--- src/rtl/fifo_reader_pkg.sv ---
// Shared constants, reader state codes and burst-length helper for the fifo read side.
// No logic of its own; imported by the reader, its next-state block and the bus interface.
// Burst length is clamped to the fifo depth so a burst can never ask for more than 8 words.
package fifo_reader_pkg;

    localparam int DATA_W = 32;
    localparam int DEPTH  = 8;
    localparam int CNT_W  = 4;

    typedef enum logic [2:0] {
        IDLE = 3'b000,
        REQ  = 3'b001,
        WAIT = 3'b010,
        HOLD = 3'b011
    } rd_state_t;

    // Longest burst the fifo can ever satisfy is its depth.
    function automatic logic [CNT_W-1:0] clamp_len(input logic [CNT_W-1:0] req_len);
        return (req_len > CNT_W'(DEPTH)) ? CNT_W'(DEPTH) : req_len;
    endfunction

endpackage

--- src/rtl/fifo_reader_if.sv ---
// Fifo read port plus downstream valid/ready word stream, seen from reader (master) or peers (slave).
// Pure wiring, no latency.
// out_ready is the only backpressure; the fifo side is ack/err driven.
interface fifo_reader_if;
    import fifo_reader_pkg::*;

    logic              fifo_empty;
    logic              fifo_rd_ack;
    logic              fifo_rd_err;
    logic [DATA_W-1:0] fifo_dout;
    logic              fifo_rd_en;
    logic [DATA_W-1:0] out_data;
    logic              out_valid;
    logic              out_ready;

    modport master (
        input  fifo_empty, fifo_rd_ack, fifo_rd_err, fifo_dout, out_ready,
        output fifo_rd_en, out_data, out_valid
    );

    modport slave (
        output fifo_empty, fifo_rd_ack, fifo_rd_err, fifo_dout, out_ready,
        input  fifo_rd_en, out_data, out_valid
    );
endinterface

--- src/rtl/fifo_reader_ns.sv ---
// Next-state, next-count, done and sticky-error decode for the burst reader.
// Purely combinational; the parent registers every output.
// Waits in HOLD while out_ready is low; abort overrides every other input outside IDLE.
module fifo_reader_ns
    import fifo_reader_pkg::*;
(
    input  rd_state_t        state,
    input  logic [CNT_W-1:0] len,
    input  logic [CNT_W-1:0] rd_count,
    input  logic [CNT_W-1:0] burst_len,
    input  logic             start,
    input  logic             abort,
    input  logic             err,
    input  logic             fifo_empty,
    input  logic             fifo_rd_ack,
    input  logic             fifo_rd_err,
    input  logic             out_ready,
    output rd_state_t        next_state,
    output logic [CNT_W-1:0] next_rd_count,
    output logic             done_d,
    output logic             err_d
);

    logic [CNT_W-1:0] cnt_inc;
    assign cnt_inc = rd_count + 1'b1;

    // Burst sequencing: one read outstanding, word held until the consumer takes it.
    always_comb begin
        next_state    = state;
        next_rd_count = rd_count;
        done_d        = 1'b0;
        err_d         = err;
        if (abort && (state != IDLE)) begin
            // Abort leaves count and error untouched and produces no done.
            next_state = IDLE;
        end else begin
            case (state)
                IDLE: begin
                    if (start) begin
                        next_rd_count = '0;
                        err_d         = 1'b0;
                        if (burst_len == '0) begin
                            done_d = 1'b1;
                        end else begin
                            next_state = REQ;
                        end
                    end
                end
                REQ: begin
                    if (!fifo_empty) begin
                        next_state = WAIT;
                    end
                end
                WAIT: begin
                    if (fifo_rd_ack) begin
                        next_state = HOLD;
                    end else if (fifo_rd_err) begin
                        err_d      = 1'b1;
                        done_d     = 1'b1;
                        next_state = IDLE;
                    end
                end
                HOLD: begin
                    if (out_ready) begin
                        next_rd_count = cnt_inc;
                        if (cnt_inc == len) begin
                            done_d     = 1'b1;
                            next_state = IDLE;
                        end else begin
                            next_state = REQ;
                        end
                    end
                end
                default: next_state = IDLE;
            endcase
        end
    end

endmodule

--- src/rtl/fifo_reader.sv ---
// Burst read master: pulls up to DEPTH words from the fifo and hands each to a valid/ready consumer.
// start -> rd_en 1 cycle, rd_en -> out_valid 2 cycles, at best 3 cycles per word.
// No new read is issued while a word waits for out_ready; an empty fifo stalls without error.
module fifo_reader
    import fifo_reader_pkg::*;
(
    input  logic                 clk,
    input  logic                 reset_n,
    input  logic                 start,
    input  logic [CNT_W-1:0]     burst_len,
    input  logic                 abort,
    fifo_reader_if.master        rd_bus,
    output logic                 busy,
    output logic                 done,
    output logic                 err,
    output logic [CNT_W-1:0]     rd_count
);

    rd_state_t        state;
    rd_state_t        next_state;
    logic [CNT_W-1:0] len;
    logic [CNT_W-1:0] next_rd_count;
    logic             done_d;
    logic             err_d;
    logic             capture;

    fifo_reader_ns u_ns (
        .state         (state),
        .len           (len),
        .rd_count      (rd_count),
        .burst_len     (burst_len),
        .start         (start),
        .abort         (abort),
        .err           (err),
        .fifo_empty    (rd_bus.fifo_empty),
        .fifo_rd_ack   (rd_bus.fifo_rd_ack),
        .fifo_rd_err   (rd_bus.fifo_rd_err),
        .out_ready     (rd_bus.out_ready),
        .next_state    (next_state),
        .next_rd_count (next_rd_count),
        .done_d        (done_d),
        .err_d         (err_d)
    );

    // Read request only from the registered REQ state, so at most one read is ever in flight.
    assign rd_bus.fifo_rd_en = (state == REQ) && !rd_bus.fifo_empty;
    assign busy              = (state != IDLE);
    // A word arriving together with abort is dropped.
    assign capture           = (state == WAIT) && rd_bus.fifo_rd_ack && !abort;

    // Control registers: state, latched burst length, count, done pulse, sticky error.
    always_ff @(posedge clk) begin
        if (!reset_n) begin
            state     <= IDLE;
            len       <= '0;
            rd_count  <= '0;
            done      <= 1'b0;
            err       <= 1'b0;
        end else begin
            state    <= next_state;
            rd_count <= next_rd_count;
            done     <= done_d;
            err      <= err_d;
            if ((state == IDLE) && start && (burst_len != '0)) begin
                len <= clamp_len(burst_len);
            end
        end
    end

    // Output word register: valid exactly while in HOLD, data frozen until accepted.
    always_ff @(posedge clk) begin
        if (!reset_n) begin
            rd_bus.out_valid <= 1'b0;
            rd_bus.out_data  <= '0;
        end else begin
            rd_bus.out_valid <= (next_state == HOLD);
            if (capture) begin
                rd_bus.out_data <= rd_bus.fifo_dout;
            end
        end
    end

endmodule
--- src/flat_wrapper.sv ---
// flat-port wrapper written by rule: the top's interface ports become plain ports
module fifo_reader_flat import fifo_reader_pkg::*;
  (clk, reset_n, start, burst_len, abort, busy, done, err, rd_count, rd_bus_fifo_empty, rd_bus_fifo_rd_ack, rd_bus_fifo_rd_err, rd_bus_fifo_dout, rd_bus_out_ready, rd_bus_fifo_rd_en, rd_bus_out_data, rd_bus_out_valid);
  fifo_reader_if rd_bus_i ();
  input  logic clk;
  input  logic reset_n;
  input  logic start;
  input  logic [CNT_W-1:0] burst_len;
  input  logic abort;
  output logic busy;
  output logic done;
  output logic err;
  output logic [CNT_W-1:0] rd_count;
  input wire logic [$bits(rd_bus_i.fifo_empty)-1:0] rd_bus_fifo_empty;
  input wire logic [$bits(rd_bus_i.fifo_rd_ack)-1:0] rd_bus_fifo_rd_ack;
  input wire logic [$bits(rd_bus_i.fifo_rd_err)-1:0] rd_bus_fifo_rd_err;
  input wire logic [$bits(rd_bus_i.fifo_dout)-1:0] rd_bus_fifo_dout;
  input wire logic [$bits(rd_bus_i.out_ready)-1:0] rd_bus_out_ready;
  output wire logic [$bits(rd_bus_i.fifo_rd_en)-1:0] rd_bus_fifo_rd_en;
  output wire logic [$bits(rd_bus_i.out_data)-1:0] rd_bus_out_data;
  output wire logic [$bits(rd_bus_i.out_valid)-1:0] rd_bus_out_valid;
  assign rd_bus_i.fifo_empty = rd_bus_fifo_empty;
  assign rd_bus_i.fifo_rd_ack = rd_bus_fifo_rd_ack;
  assign rd_bus_i.fifo_rd_err = rd_bus_fifo_rd_err;
  assign rd_bus_i.fifo_dout = rd_bus_fifo_dout;
  assign rd_bus_i.out_ready = rd_bus_out_ready;
  assign rd_bus_fifo_rd_en = rd_bus_i.fifo_rd_en;
  assign rd_bus_out_data = rd_bus_i.out_data;
  assign rd_bus_out_valid = rd_bus_i.out_valid;
  fifo_reader u_core (.clk(clk), .reset_n(reset_n), .start(start), .burst_len(burst_len), .abort(abort), .rd_bus(rd_bus_i), .busy(busy), .done(done), .err(err), .rd_count(rd_count));
endmodule
--- config.mk ---
export PLATFORM = sky130hd
export DESIGN_NAME = fifo_reader_flat
export DESIGN_NICKNAME = d
export VERILOG_FILES = /design/src/rtl/fifo_reader_pkg.sv /design/src/rtl/fifo_reader_if.sv /design/src/rtl/fifo_reader_ns.sv /design/src/rtl/fifo_reader.sv /design/src/flat_wrapper.sv
export SDC_FILE = /design/constraint.sdc
export NUM_CORES = 1
export LEC_CHECK = 0
export ABC_AREA = 1
export BUFFER_PORTS_ARGS = -buffer_cell sky130_fd_sc_hd__buf_4
export CORE_ASPECT_RATIO = 1.4
export CORE_MARGIN = 2
export CORE_UTILIZATION = 40
export CTS_BUF_LIST = sky130_fd_sc_hd__clkbuf_4
export CTS_CLUSTER_DIAMETER = 80
export DETAILED_ROUTE_END_ITERATION = 16
export GPL_TIMING_DRIVEN = 0
export PLACE_DENSITY = 0.69
export SLEW_MARGIN = 40
export SYNTH_ARGS = -nofsm -noshare
export SYNTH_HDL_FRONTEND = slang
export SYNTH_SLANG_ARGS = --single-unit
--- constraint.sdc ---
create_clock -name clk -period 1.79 [get_ports clk]
set_clock_uncertainty 0.1 [all_clocks]
set_input_delay 0.358 -clock clk [delete_from_list [all_inputs] [get_ports clk]]
set_output_delay 0.358 -clock clk [all_outputs]
set_load 0.01 [all_outputs]
==> key figures, run 1 <==
Floorplan
  • Die W: 63.06 um
  • Core area: 0.004767 mm^2
  • Die Y: 86.68 um
  • Die area: 0.005466 mm^2
  • Initial Util: 0.4097
  • Io pins: 85
  • Cell row count: 30

Worst setup path
  • Reg2reg path depth: 8
  • Required @ worst endpoint: 1.33 ns
  • Crit path arrival time: 1.22 ns
  • Startpoint types: flip-flop
  • R2R Setup Slk: 0.20 ns
  • WS Path Type: flip-flop to output port
  • Critical R2R Launch: u_core.rd_count[0]
  • Reg2reg end: u_core.state[0]
  • CP endpoint kind: output port
  • CP Max Fanout: 3

Min path
  • Hold depth: 3
  • Min-delay src: rd_bus_fifo_dout[14]
  • Hold Crit Class: primary input to flip-flop
  • WHS Endpoint: u_core.rd_bus.out_data[14]

Final layout
  • Util after Layout: 0.5795
  • Layout fillers: 470
  • Ratio of cells with drive above 1 in the final layout: 0.3218
  • Post-layout net count: 392
  • Post-Layout Inst Area: 0.002763 mm^2
  • Most common cell after layout, fill and taps aside: buf_4
  • Multi-input gate area: 754.5 um^2
  • Area Growth Syn to Fin: 41.45%
  • Antenna cells: 0
  • Sequential Area: 920.9 um^2
  • Most frequent cells in the layout: buf_4 (83), inv_1 (50), a21oi_1 (47), dfxtp_1 (46), nand2_1 (31)
  • Finished Layout Cells: 412

Global routing
  • First-pass GRT wire length: 7.624 mm
  • Vias in the first global route: 1729
  • Tot GR Track Use: 0.1781
  • Initial antenna violation count: 0
  • Largest net degree at the start of global routing: 15
  • Busiest metal layer after global routing: met2
  • Grt ovf: 0
  • Met2 usage in global routing: 0.3056
  • GR met1 Demand/Resource: 0.1993
  • Routing usage on met3: 0.05195

Route
  • Drc violations: 0
  • DR pass1 iterations: 4
  • Average routed wire per standard cell: 11.37 um
  • DRT antenna net count: 0
  • Vias: 1929
  • Vias per cell: 4.682
  • Iteration-0 DRC count of the detailed router: 72
  • Routed wire length: 4.686 mm

Clocking
  • Clk sink count: 46
  • Clock buffer depth: 2
  • Clock edge transition at the registers on the reported setup and hold paths: 0.13 ns
  • CTS root buf: clkbuf_4
  • Postcts setup bufs: 0
  • H-tree levels: 2
  • CTS tree: built
  • Clock latency on the worst-skew pair: 0.36 ns
  • Total CTS buffers: 5

Timing
  • Period utilization: 0.9393
  • F_max: 0.5947 GHz
  • Post-route minimum period: 1.681 ns
  • Final Slew Violations: 0
  • RSZ-0062 raised after global routing: no
  • Setup Viol. Count Final: 0
  • Post-route setup TNS: 0 ns
  • Final Hold Viols: 0

Power and ir drop
  • Total power: 1.971 mW
  • LEAKAGE: 1.247 nW
  • Largest vdd supply drop: 0.4189 mV
  • PD cells: 713.3 mW/mm^2

Placement
  • Gpl congestion: 0.8751
  • Dpl hpwl: 3.618 mm
  • Placed instance count: 404
  • DP Area: 0.002656 mm^2
  • PortBufs: 83

Yosys
  • Flops & latches, synth: 46
  • Synthesized instance count: 257
  • Ys Warns: 0
  • Syn Nets: 302
  • Leading area contributor after synthesis: dfxtp_1
  • Mapped Area: 0.001953 mm^2
  • Synth area leaders: dfxtp_1 (47%), a21oi_1 (12%), inv_1 (9.6%)
  • Yosys top cell area share: 0.4715
  • Sequential area share after synthesis: 0.4715
  • Syn_area_per_cell: 7.600 um^2
  • Unique masters post-synth: 22

Outcome
  • Outcome: finished, final reports clean

Job
  • Max_cap viols: 0
registers in the layout, indices dropped and copies added, names as in the netlist:
register,count
u_core.err,1
u_core.rd_count,4
u_core.rd_bus.out_valid,1
u_core.state,3
u_core.rd_bus.out_data,32
u_core.done,1
u_core.len,4
stage by stage:
stage	worst slack, ns	hold WS (ns)
CTS	0.01300	0.1382
finish	0.1086	0.1425
global route	0.01733	0.1239
global placement	0.2190	0.3319
detailed placement	0.2192	0.3353
floorplan	0.3298	0.3448
routing by layer:
layer  routed length, um  vias to the layer above  share of wire
met5                   0                        -              0
met3                 286                       12          0.061
met1                1825                      850           0.39
met4                 142                        0          0.030
met2                2432                       69           0.52
li1                    -                      998              -
synthesized netlist by cell type, drive strengths merged:
library cell   n
a21oi         47
buf            6
clkbuf         4
conb           1
dfxtp         46
ha             1
inv           53
nand2         33
nand3         16
nand3b         1
nand4          2
nor2           7
nor3           2
o21ai         37
or2            1
worst max-delay path by stage:
stage                        from                      end  cells past startpoint
2_1_floorplan  u_core.rd_count[0]  u_core.rd_bus.out_valid                      8
3_3_place_gp   u_core.rd_count[0]          u_core.state[0]                      8
3_5_place_dp   u_core.rd_count[0]          u_core.state[0]                      8
4_1_cts           u_core.state[0]        rd_bus_fifo_rd_en                      5
5_1_grt           u_core.state[0]        rd_bus_fifo_rd_en                      5
6_report          u_core.state[2]        rd_bus_fifo_rd_en                      4
cell families (layout without fill, tap and decap cells):
| logic type | count (synthesis) | count (layout) | share of synthesized area |
|---|---|---|---|
| buffers and inverters | 63 | 154 | 0.1448 |
| flip-flops | 46 | 46 | 0.4715 |
| adder cells (fa/ha/maj) | 1 | 1 | 0.006405 |
| AND/OR/NAND/NOR | 62 | 62 | 0.1544 |
| AO/OA/AOI/OAI | 84 | 84 | 0.2210 |
| other | 1 | 1 | 0.001920 |
worst max-delay path: stages, from the launching register on:
cell,delay (ns)
dfxtp_1,0.36
nor3_2,0.22
nand2_1,0.10
inv_1,0.07
buf_4,0.11
what timing repair did:
item	CTS	global route
resized for setup	0	1
endpoints found under the setup margin	0	1
hold buffers	0	0
cell type report:
class | count | area share
Sequential cell | 46 | 0.3333
Multi-Input combinational cell | 148 | 0.2731
Timing Repair Buffer | 83 | 0.2255
Inverter | 53 | 0.07201
Buffer | 10 | 0.03034
Tap cell | 64 | 0.02899
Clock inverter | 3 | 0.02310
Clock buffer | 5 | 0.01359
power breakdown:
group	total (mW)	internal, mW	switching, mW	leakage, nW
Sequential	1.04	1.03	0.00799	0.371
Clock	0.762	0.430	0.332	0.0528
Combinational	0.168	0.0914	0.0764	0.823
Power figures use the tool's default switching activity.
==> run 2, diff against run 1 <==
--- a/config.mk
+++ b/config.mk
@@ -7,6 +7,7 @@
 export LEC_CHECK = 0
 export ABC_AREA = 1
 export BUFFER_PORTS_ARGS = -buffer_cell sky130_fd_sc_hd__buf_4
+export CAP_MARGIN = 40
 export CORE_ASPECT_RATIO = 1.4
 export CORE_MARGIN = 2
 export CORE_UTILIZATION = 40
@@ -15,6 +16,7 @@
 export DETAILED_ROUTE_END_ITERATION = 16
 export GPL_TIMING_DRIVEN = 0
 export PLACE_DENSITY = 0.69
+export RECOVER_POWER = 100
 export SLEW_MARGIN = 40
 export SYNTH_ARGS = -nofsm -noshare
 export SYNTH_HDL_FRONTEND = slang
==> key figures, run 2 (same netlist as run 1, synthesis figures left out) <==
Global routing
  • Grt ovf: 0 (unchanged)
  • Largest net degree at the start of global routing: 15 (unchanged)
  • Tot GR Track Use: 0.1781 (unchanged)
  • First-pass GRT wire length: 7.624 mm (unchanged)
  • Initial antenna violation count: 0 (unchanged)
  • Vias in the first global route: 1729 (unchanged)

Placement
  • DP Area: 0.002656 mm^2 (unchanged)
  • Gpl congestion: 0.8751 (unchanged)
  • Dpl hpwl: 3.618 mm (unchanged)
  • PortBufs: 83 (unchanged)
  • Placed instance count: 404 (unchanged)

Final layout
  • Largest register FFs: 32 (unchanged)
  • Largest Register: u_core.rd_bus.out_data
  • Area Growth Syn to Fin: 31.39%
  • Antenna cells: 0 (unchanged)
  • Post-Layout Inst Area: 0.002566 mm^2 (-7.1%)
  • Ratio of cells with drive above 1 in the final layout: 0.1868 (-0.1351)
  • Most common cell after layout, fill and taps aside: inv_1
  • Top Registers: u_core.rd_bus.out_data: 32 flops, u_core.len: 4 flops, u_core.rd_count: 4 flops
  • Most frequent cells in the layout: inv_1 (50), a21oi_1 (47), clkbuf_1 (46), dfxtp_1 (46), buf_4 (43)
  • Post-layout net count: 392 (unchanged)
  • Finished Layout Cells: 412 (unchanged)

Clocking
  • CTS tree: built
  • Total CTS buffers: 5 (unchanged)
  • Clock latency on the worst-skew pair: 0.35 ns (about the same)
  • CTS root buf: clkbuf_4
  • Postcts setup bufs: 0 (unchanged)
  • Post-CTS Hold Fix Bufs: 0 (unchanged)
  • Clk sink count: 46 (unchanged)
  • Clock buffer depth: 2 (unchanged)
  • Clock edge transition at the registers on the reported setup and hold paths: 0.14 ns (about the same)
  • H-tree levels: 2 (unchanged)

Floorplan
  • Die Y: 86.68 um (unchanged)
  • Die area: 0.005466 mm^2 (unchanged)
  • Cell row count: 30 (unchanged)
  • Core area: 0.004767 mm^2 (unchanged)
  • Io pins: 85 (unchanged)
  • Die W: 63.06 um (unchanged)
  • Initial Util: 0.4097 (unchanged)

Power and ir drop
  • LEAKAGE: 1.057 nW (-15%)
  • Largest vdd supply drop: 0.4231 mV (+1.0%)
  • PD cells: 762.1 mW/mm^2 (+6.8%)

Min path
  • WHS Endpoint: u_core.rd_bus.out_data[14]
  • Hold Crit Class: primary input to flip-flop
  • Min-delay src: rd_bus_fifo_dout[14]
  • Hold depth: 3 (unchanged)

Timing
  • RSZ-0062 raised after global routing: no
  • Post-route setup TNS: 0 ns (unchanged)
  • Period utilization: 0.9376 (-0.001711)
  • Final hold slack: 0.1524 ns (+0.009871 ns)
  • Final Hold Viols: 0 (unchanged)
  • Setup Viol. Count Final: 0 (unchanged)
  • Post-route minimum period: 1.678 ns (-0.003063 ns)
  • Final Slew Violations: 0 (unchanged)
  • F_max: 0.5958 GHz (+0.18%)

Route
  • DR pass1 iterations: 4 (unchanged)
  • Vias: 1905 (-1.2%)
  • Iteration-0 DRC count of the detailed router: 70 (-2.8%)
  • Drc violations: 0 (unchanged)
  • Vias per cell: 4.624 (-1.2%)
  • DRT antenna net count: 0 (unchanged)
  • Routed wire length: 4.689 mm (about the same)
  • Average routed wire per standard cell: 11.38 um (about the same)

Worst setup path
  • Reg2reg end: u_core.state[0]
  • CP Max Fanout: 3 (unchanged)
  • Critical R2R Launch: u_core.rd_count[0]
  • Crit path arrival time: 1.22 ns (about the same)
  • CP endpoint kind: output port
  • Reg2reg path depth: 8 (unchanged)
  • Required @ worst endpoint: 1.33 ns (about the same)
  • R2R Setup Slk: 0.19 ns (about the same)
  • Startpoint types: flip-flop
  • WS Path Type: flip-flop to output port

Outcome
  • Outcome: finished, final reports clean

Job
  • Max_cap viols: 0 (unchanged)
==> run 2: cell count changes in the layout (fill, tap and decap cells not counted) <==
cell,before,now
buf_4,83,43
nand3_2,3,0
o21ai_1,25,6
nand3_1,13,16
nand2_1,31,32
clkbuf_1,3,46
clkbuf_2,1,2
o21ai_0,9,28
nand2_2,2,1
buf_6,6,2
==> run 2: cell type report <==
type                       instances  area (um^2)
buffer                            10        55.05
fill                             507         2201
clock inverter                     3        63.81
tap                               64        80.08
multi-input combinational        148        737.0
sequential                        46        920.9
timing repair buffer              83        473.0
inverter                          53        198.9
clock buffer                       5        37.54
==> run 2: critical path, cell delays in order, from the launching register on <==
cell and delay, ns:
dfxtp_1 0.36, nor3_2 0.22, nand2_1 0.10, inv_1 0.08
buf_4 0.12
==> run 2: layer usage <==
| layer | routed length (um) | share of wire | vias up | track usage |
|---|---|---|---|---|
| met2 | 2423 | 0.52 | 61 | 0.3056 |
| met1 | 1869 | 0.40 | 836 | 0.1993 |
| met3 | 279 | 0.060 | 10 | 0.05195 |
| met5 | 0 | 0 | - | 0 |
| met4 | 116 | 0.025 | 0 | 0.09293 |
| li1 | - | - | 998 | - |
==> run 2: repair_timing <==
| action | in CTS | in global routing |
|---|---|---|
| gates resized for setup | 0 | 1 |
| endpoints found under the hold margin | 0 | 0 |
| setup endpoints to repair | 0 | 1 |
==> run 2: how the worst max path moves through the flow <==
stage                       start                    endpoint  cells after the start
2_1_floorplan  u_core.rd_count[0]     u_core.rd_bus.out_valid                      8
3_3_place_gp   u_core.rd_count[0]             u_core.state[0]                      8
3_5_place_dp   u_core.rd_count[0]             u_core.state[0]                      8
4_1_cts           u_core.state[0]           rd_bus_fifo_rd_en                      5
5_1_grt           u_core.state[2]  u_core.rd_bus.out_data[23]                      7
6_report          u_core.state[2]           rd_bus_fifo_rd_en                      4
==> run 2: power by group <==
| group | switching [mW] | leakage [nW] | internal [mW] | total [mW] |
|---|---|---|---|---|
| Clock | 0.327 | 0.0528 | 0.431 | 0.757 |
| Sequential | 0.00786 | 0.371 | 1.03 | 1.04 |
| Combinational | 0.0729 | 0.633 | 0.0852 | 0.158 |
| Total | 0.407 | 1.06 | 1.55 | 1.96 |
==> run 2: stage by stage <==
stage,utilization,worst slack (ns),total power [mW]
finish,0.5383,0.1117,1.956
CTS,0.5785,0.01300,1.993
global route,0.5383,0.01248,2.046
detailed placement,0.5572,0.2192,1.232
global placement,0.5572,0.2190,1.229
floorplan,-,0.3298,1.131
==> run 3, diff against run 2 <==
--- a/config.mk
+++ b/config.mk
@@ -6,7 +6,7 @@
 export NUM_CORES = 1
 export LEC_CHECK = 0
 export ABC_AREA = 1
-export BUFFER_PORTS_ARGS = -buffer_cell sky130_fd_sc_hd__buf_4
+export BUFFER_PORTS_ARGS = -buffer_cell sky130_fd_sc_hd__buf_2
 export CAP_MARGIN = 40
 export CORE_ASPECT_RATIO = 1.4
 export CORE_MARGIN = 2
@@ -15,9 +15,11 @@
 export CTS_CLUSTER_DIAMETER = 80
 export DETAILED_ROUTE_END_ITERATION = 16
 export GPL_TIMING_DRIVEN = 0
-export PLACE_DENSITY = 0.69
+export PLACE_DENSITY = 0.68
 export RECOVER_POWER = 100
+export REMOVE_ABC_BUFFERS = 1
 export SLEW_MARGIN = 40
 export SYNTH_ARGS = -nofsm -noshare
 export SYNTH_HDL_FRONTEND = slang
+export SYNTH_HIERARCHICAL = 1
 export SYNTH_SLANG_ARGS = --single-unit
==> key figures, run 3 <==
Worst setup path
  • CP bufs+invs: 1 (-1)
  • Slowest CP cell: dfxtp_2
  • Reg2reg path depth: 9 (+1)
  • CP dominant cell by count: nand2_1
  • CP Max Fanout: 6 (+3)
  • CP startpoint: u_core/rd_count[1]
  • Crit-path cells: ha_1 -> inv_1 -> or2_2 -> nand3_2 -> nor2_2 -> nand2_1 -> nand2_1 -> a21oi_2 -> nor3b_2
  • WS Path Type: flip-flop to flip-flop
  • CP endpoint kind: flip-flop
  • CP max stage delay: 0.37 ns (about the same)
  • Required @ worst endpoint: 1.97 ns (+0.64 ns)
  • CP endpoint: u_core/rd_bus.out_valid
  • Critical path's top delay family: simple AND/OR/NAND/NOR gates
  • R2R Setup Slk: 0.08 ns (-0.11 ns)
  • CP Depth: 9 (+5)
  • Startpoint types: flip-flop
  • Crit path arrival time: 1.88 ns (+0.66 ns)
  • Critical R2R Launch: u_core/rd_count[1]
  • Reg2reg end: u_core/rd_bus.out_valid

Final layout
  • Most frequent cells in the layout: nor2_1 (49), buf_2 (46), dfxtp_1 (43), nand2_1 (39), clkbuf_1 (38)
  • Ratio of cells with drive above 1 in the final layout: 0.2211 (+0.03427)
  • Largest register FFs: 32 (unchanged)
  • Most common cell after layout, fill and taps aside: nor2_1
  • Finished Layout Cells: 446 (+8.3%)
  • Antenna cells: 0 (unchanged)
  • Top Registers: u_core/rd_bus.out_data: 32 flops, u_core/len: 4 flops, u_core/rd_count: 4 flops
  • Layout fillers: 548 (+8.1%)
  • Post-layout net count: 425 (+8.4%)
  • Area Growth Syn to Fin: 21.51%
  • Largest Register: u_core/rd_bus.out_data
  • Util after Layout: 0.5072 (-0.03110)

Outcome
  • Outcome: finished, final reports clean

Route
  • Average routed wire per standard cell: 12.20 um (+7.2%)
  • Vias: 2201 (+16%)
  • DRT antenna net count: 0 (unchanged)
  • Routed wire length: 5.439 mm (+16%)
  • DR pass1 iterations: 4 (unchanged)
  • Iteration-0 DRC count of the detailed router: 110 (+57%)
  • Vias per cell: 4.935 (+6.7%)
  • Drc violations: 0 (unchanged)

Yosys
  • Post-synth EDFFs: 0 (unchanged)
  • Async SR Flop Fraction: 0 (unchanged)
  • Top cells by instance count after synthesis: nor2_1 (48), dfxtp_1 (46), nand2_1 (39)
  • Flops & latches, synth: 46 (unchanged)
  • Top FF cell, synth: dfxtp_1
  • Synth area leaders: dfxtp_1 (42%), nor2_1 (8.3%), nor3_1 (7.6%)
  • Sequential area share after synthesis: 0.4245 (-0.04704)
  • Unique masters post-synth: 30 (+36%)
  • Syn_area_per_cell: 7.232 um^2 (-4.8%)
  • Mapped Area: 0.002170 mm^2 (+11%)
  • Leading area contributor after synthesis: dfxtp_1
  • Yosys top cell area share: 0.4245 (-0.04704)
  • Count leader, synth: nor2_1
  • Ys Warns: 6 (+6)
  • Synthesized instance count: 300 (+17%)

Min path
  • Hold Crit Class: primary input to flip-flop

Clocking
  • Clock edge transition at the registers on the reported setup and hold paths: 0.14 ns (about the same)
  • CTS tree: built
  • Clk sink count: 46 (unchanged)
  • CTS root buf: clkbuf_4
  • Post-CTS Hold Fix Bufs: 0 (unchanged)
  • H-tree levels: 2 (unchanged)
  • Clock latency on the worst-skew pair: 0.33 ns (-0.02 ns)
  • Total CTS buffers: 5 (unchanged)
  • Clock buffer depth: 2 (unchanged)

Timing
  • Final hold slack: 0.1209 ns (-0.03148 ns)
  • RSZ-0062 raised after global routing: no
  • Period utilization: 0.9540 (+0.01634)
  • Final Hold Viols: 0 (unchanged)
  • Setup Viol. Count Final: 0 (unchanged)
  • Post-route setup TNS: 0 ns (unchanged)
  • Final Slew Violations: 0 (unchanged)
  • Worst setup margin: 0.08241 ns (-0.02925 ns)
  • Post-route minimum period: 1.708 ns (+0.02925 ns)
  • Tightest Pin Transition: 0.7487 ns
  • F_max: 0.5856 GHz (-1.7%)
  • Rel. slew slack: 0.5008

Power and ir drop
  • PD cells: 649.4 mW/mm^2 (-15%)
  • Switching power: 0.4540 mW (+11%)
  • Switching share of power: 0.2652 (+0.05686)
  • Clk pwr share: 0.275 (-0.112)
  • Largest vdd supply drop: 0.5679 mV (+34%)
  • Reg power frac: 0.613 (+0.081)
  • LEAKAGE: 1.247 nW (+18%)
  • Internal: 1.258 mW (-19%)
  • Combinational group share of total power: 0.112 (+0.031)

Global routing
  • Vias in the first global route: 1990 (+15%)
  • Tot GR Track Use: 0.1763 (-0.001830)
  • First-pass GRT wire length: 8.590 mm (+13%)
  • Grt ovf: 0 (unchanged)
  • Initial antenna violation count: 0 (unchanged)
  • Largest net degree at the start of global routing: 45 (+30)

Job
  • Max_cap viols: 0 (unchanged)

Placement
  • Dpl hpwl: 3.532 mm (-2.4%)
  • Placed instance count: 434 (+7.4%)
  • PortBufs: 84 (+1.2%)
  • Pre-CTS setup slack: -0.005169 ns (-0.2243 ns)
  • Gpl congestion: 0.8066 (-7.8%)

Floorplan
  • Die W: 66.25 um (+5.1%)
  • Core area: 0.005197 mm^2 (+9.0%)
  • Die area: 0.006038 mm^2 (+10%)
  • Cell row count: 31 (+3.3%)
  • Initial Util: 0.4174 (+0.007718)
  • Die Y: 91.14 um (+5.1%)
  • Io pins: 85 (unchanged)
## run 3: cell count changes after synthesis, sizes merged
cell,before,now
a21oi,47,8
nand2,33,43
nor3b,0,2
inv,53,36
nor2,7,54
nor4,0,1
o21ai,37,38
buf,6,12
nor3,2,33
nand3,16,17
## run 3: cells by family (layout without fill, tap and decap cells)
logic type	count (synthesis)	count (layout)	synth area share
buffers and inverters	52	130	0.1050
other	1	1	0.001728
and+or+nand+nor	154	156	0.3518
adders and majority gates	1	1	0.005766
DFF	46	46	0.4245
AOI/OAI and AO/OA	46	46	0.1113
## run 3: routing by layer
layer	share of wire	global-route usage	up-vias
li1	-	-	1129
met1	0.44	0.2157	989
met2	0.49	0.2942	81
met3	0.068	0.05576	2
met4	0.0044	0.04592	0
met5	0	0	-
## run 3: worst min path at each step
stage               depth (start not counted)  slack (ns)                  from                          to
floorplan                                   2        0.35         u_core/len[2]               u_core/len[2]
global placement                            2        0.37         u_core/len[3]               u_core/len[3]
detailed placement                          2        0.38         u_core/len[2]               u_core/len[2]
CTS                                         3        0.11  rd_bus_fifo_dout[23]  u_core/rd_bus.out_data[23]
global route                                3        0.09  rd_bus_fifo_dout[31]  u_core/rd_bus.out_data[31]
finish                                      3        0.12  rd_bus_fifo_dout[31]  u_core/rd_bus.out_data[31]
## run 3: area by class of cell
type | instances | area, um^2 | area share
clock inverters | 2 | 15.01 | 0.005695
repair buffers | 87 | 407.9 | 0.1547
inverters | 36 | 135.1 | 0.05126
multi-input cells | 204 | 1031 | 0.3911
well taps | 66 | 82.58 | 0.03132
clock buffers | 5 | 37.54 | 0.01424
flip-flops and latches | 46 | 927.1 | 0.3517
## run 3: stage by stage
step	power (mW)	area (um^2)
2_1_floorplan	1.162	2077
3_3_place_gp	1.262	2580
3_5_place_dp	1.263	2580
4_1_cts	1.736	2635
5_1_grt	1.812	2636
6_report	1.712	2636
## run 3: timing repair
action	4_1_cts	5_1_grt
endpoints found under the setup margin	25	35
pin swaps	0	4
buffers inserted	0	3
gates resized for setup	2	6
gates cloned	0	2
## run 3: worst reg2reg max path, cell delays in order, from the launching register on
cell	delay, ns
dfxtp_2	0.37
ha_1	0.28
inv_1	0.07
or2_2	0.28
nand3_2	0.08
nor2_2	0.04
nand2_1	0.05
nand2_1	0.06
a21oi_2	0.16
nor3b_2	0.16
## run 3: power by group through the flow
stage	Sequential (mW)	Clock, mW	Combinational (mW)
6_report	1.05	0.470	0.192
5_1_grt	1.05	0.544	0.215
4_1_cts	1.05	0.494	0.192
3_5_place_dp	1.07	0	0.191
3_3_place_gp	1.07	0	0.190
2_1_floorplan	1.07	0	0.0900
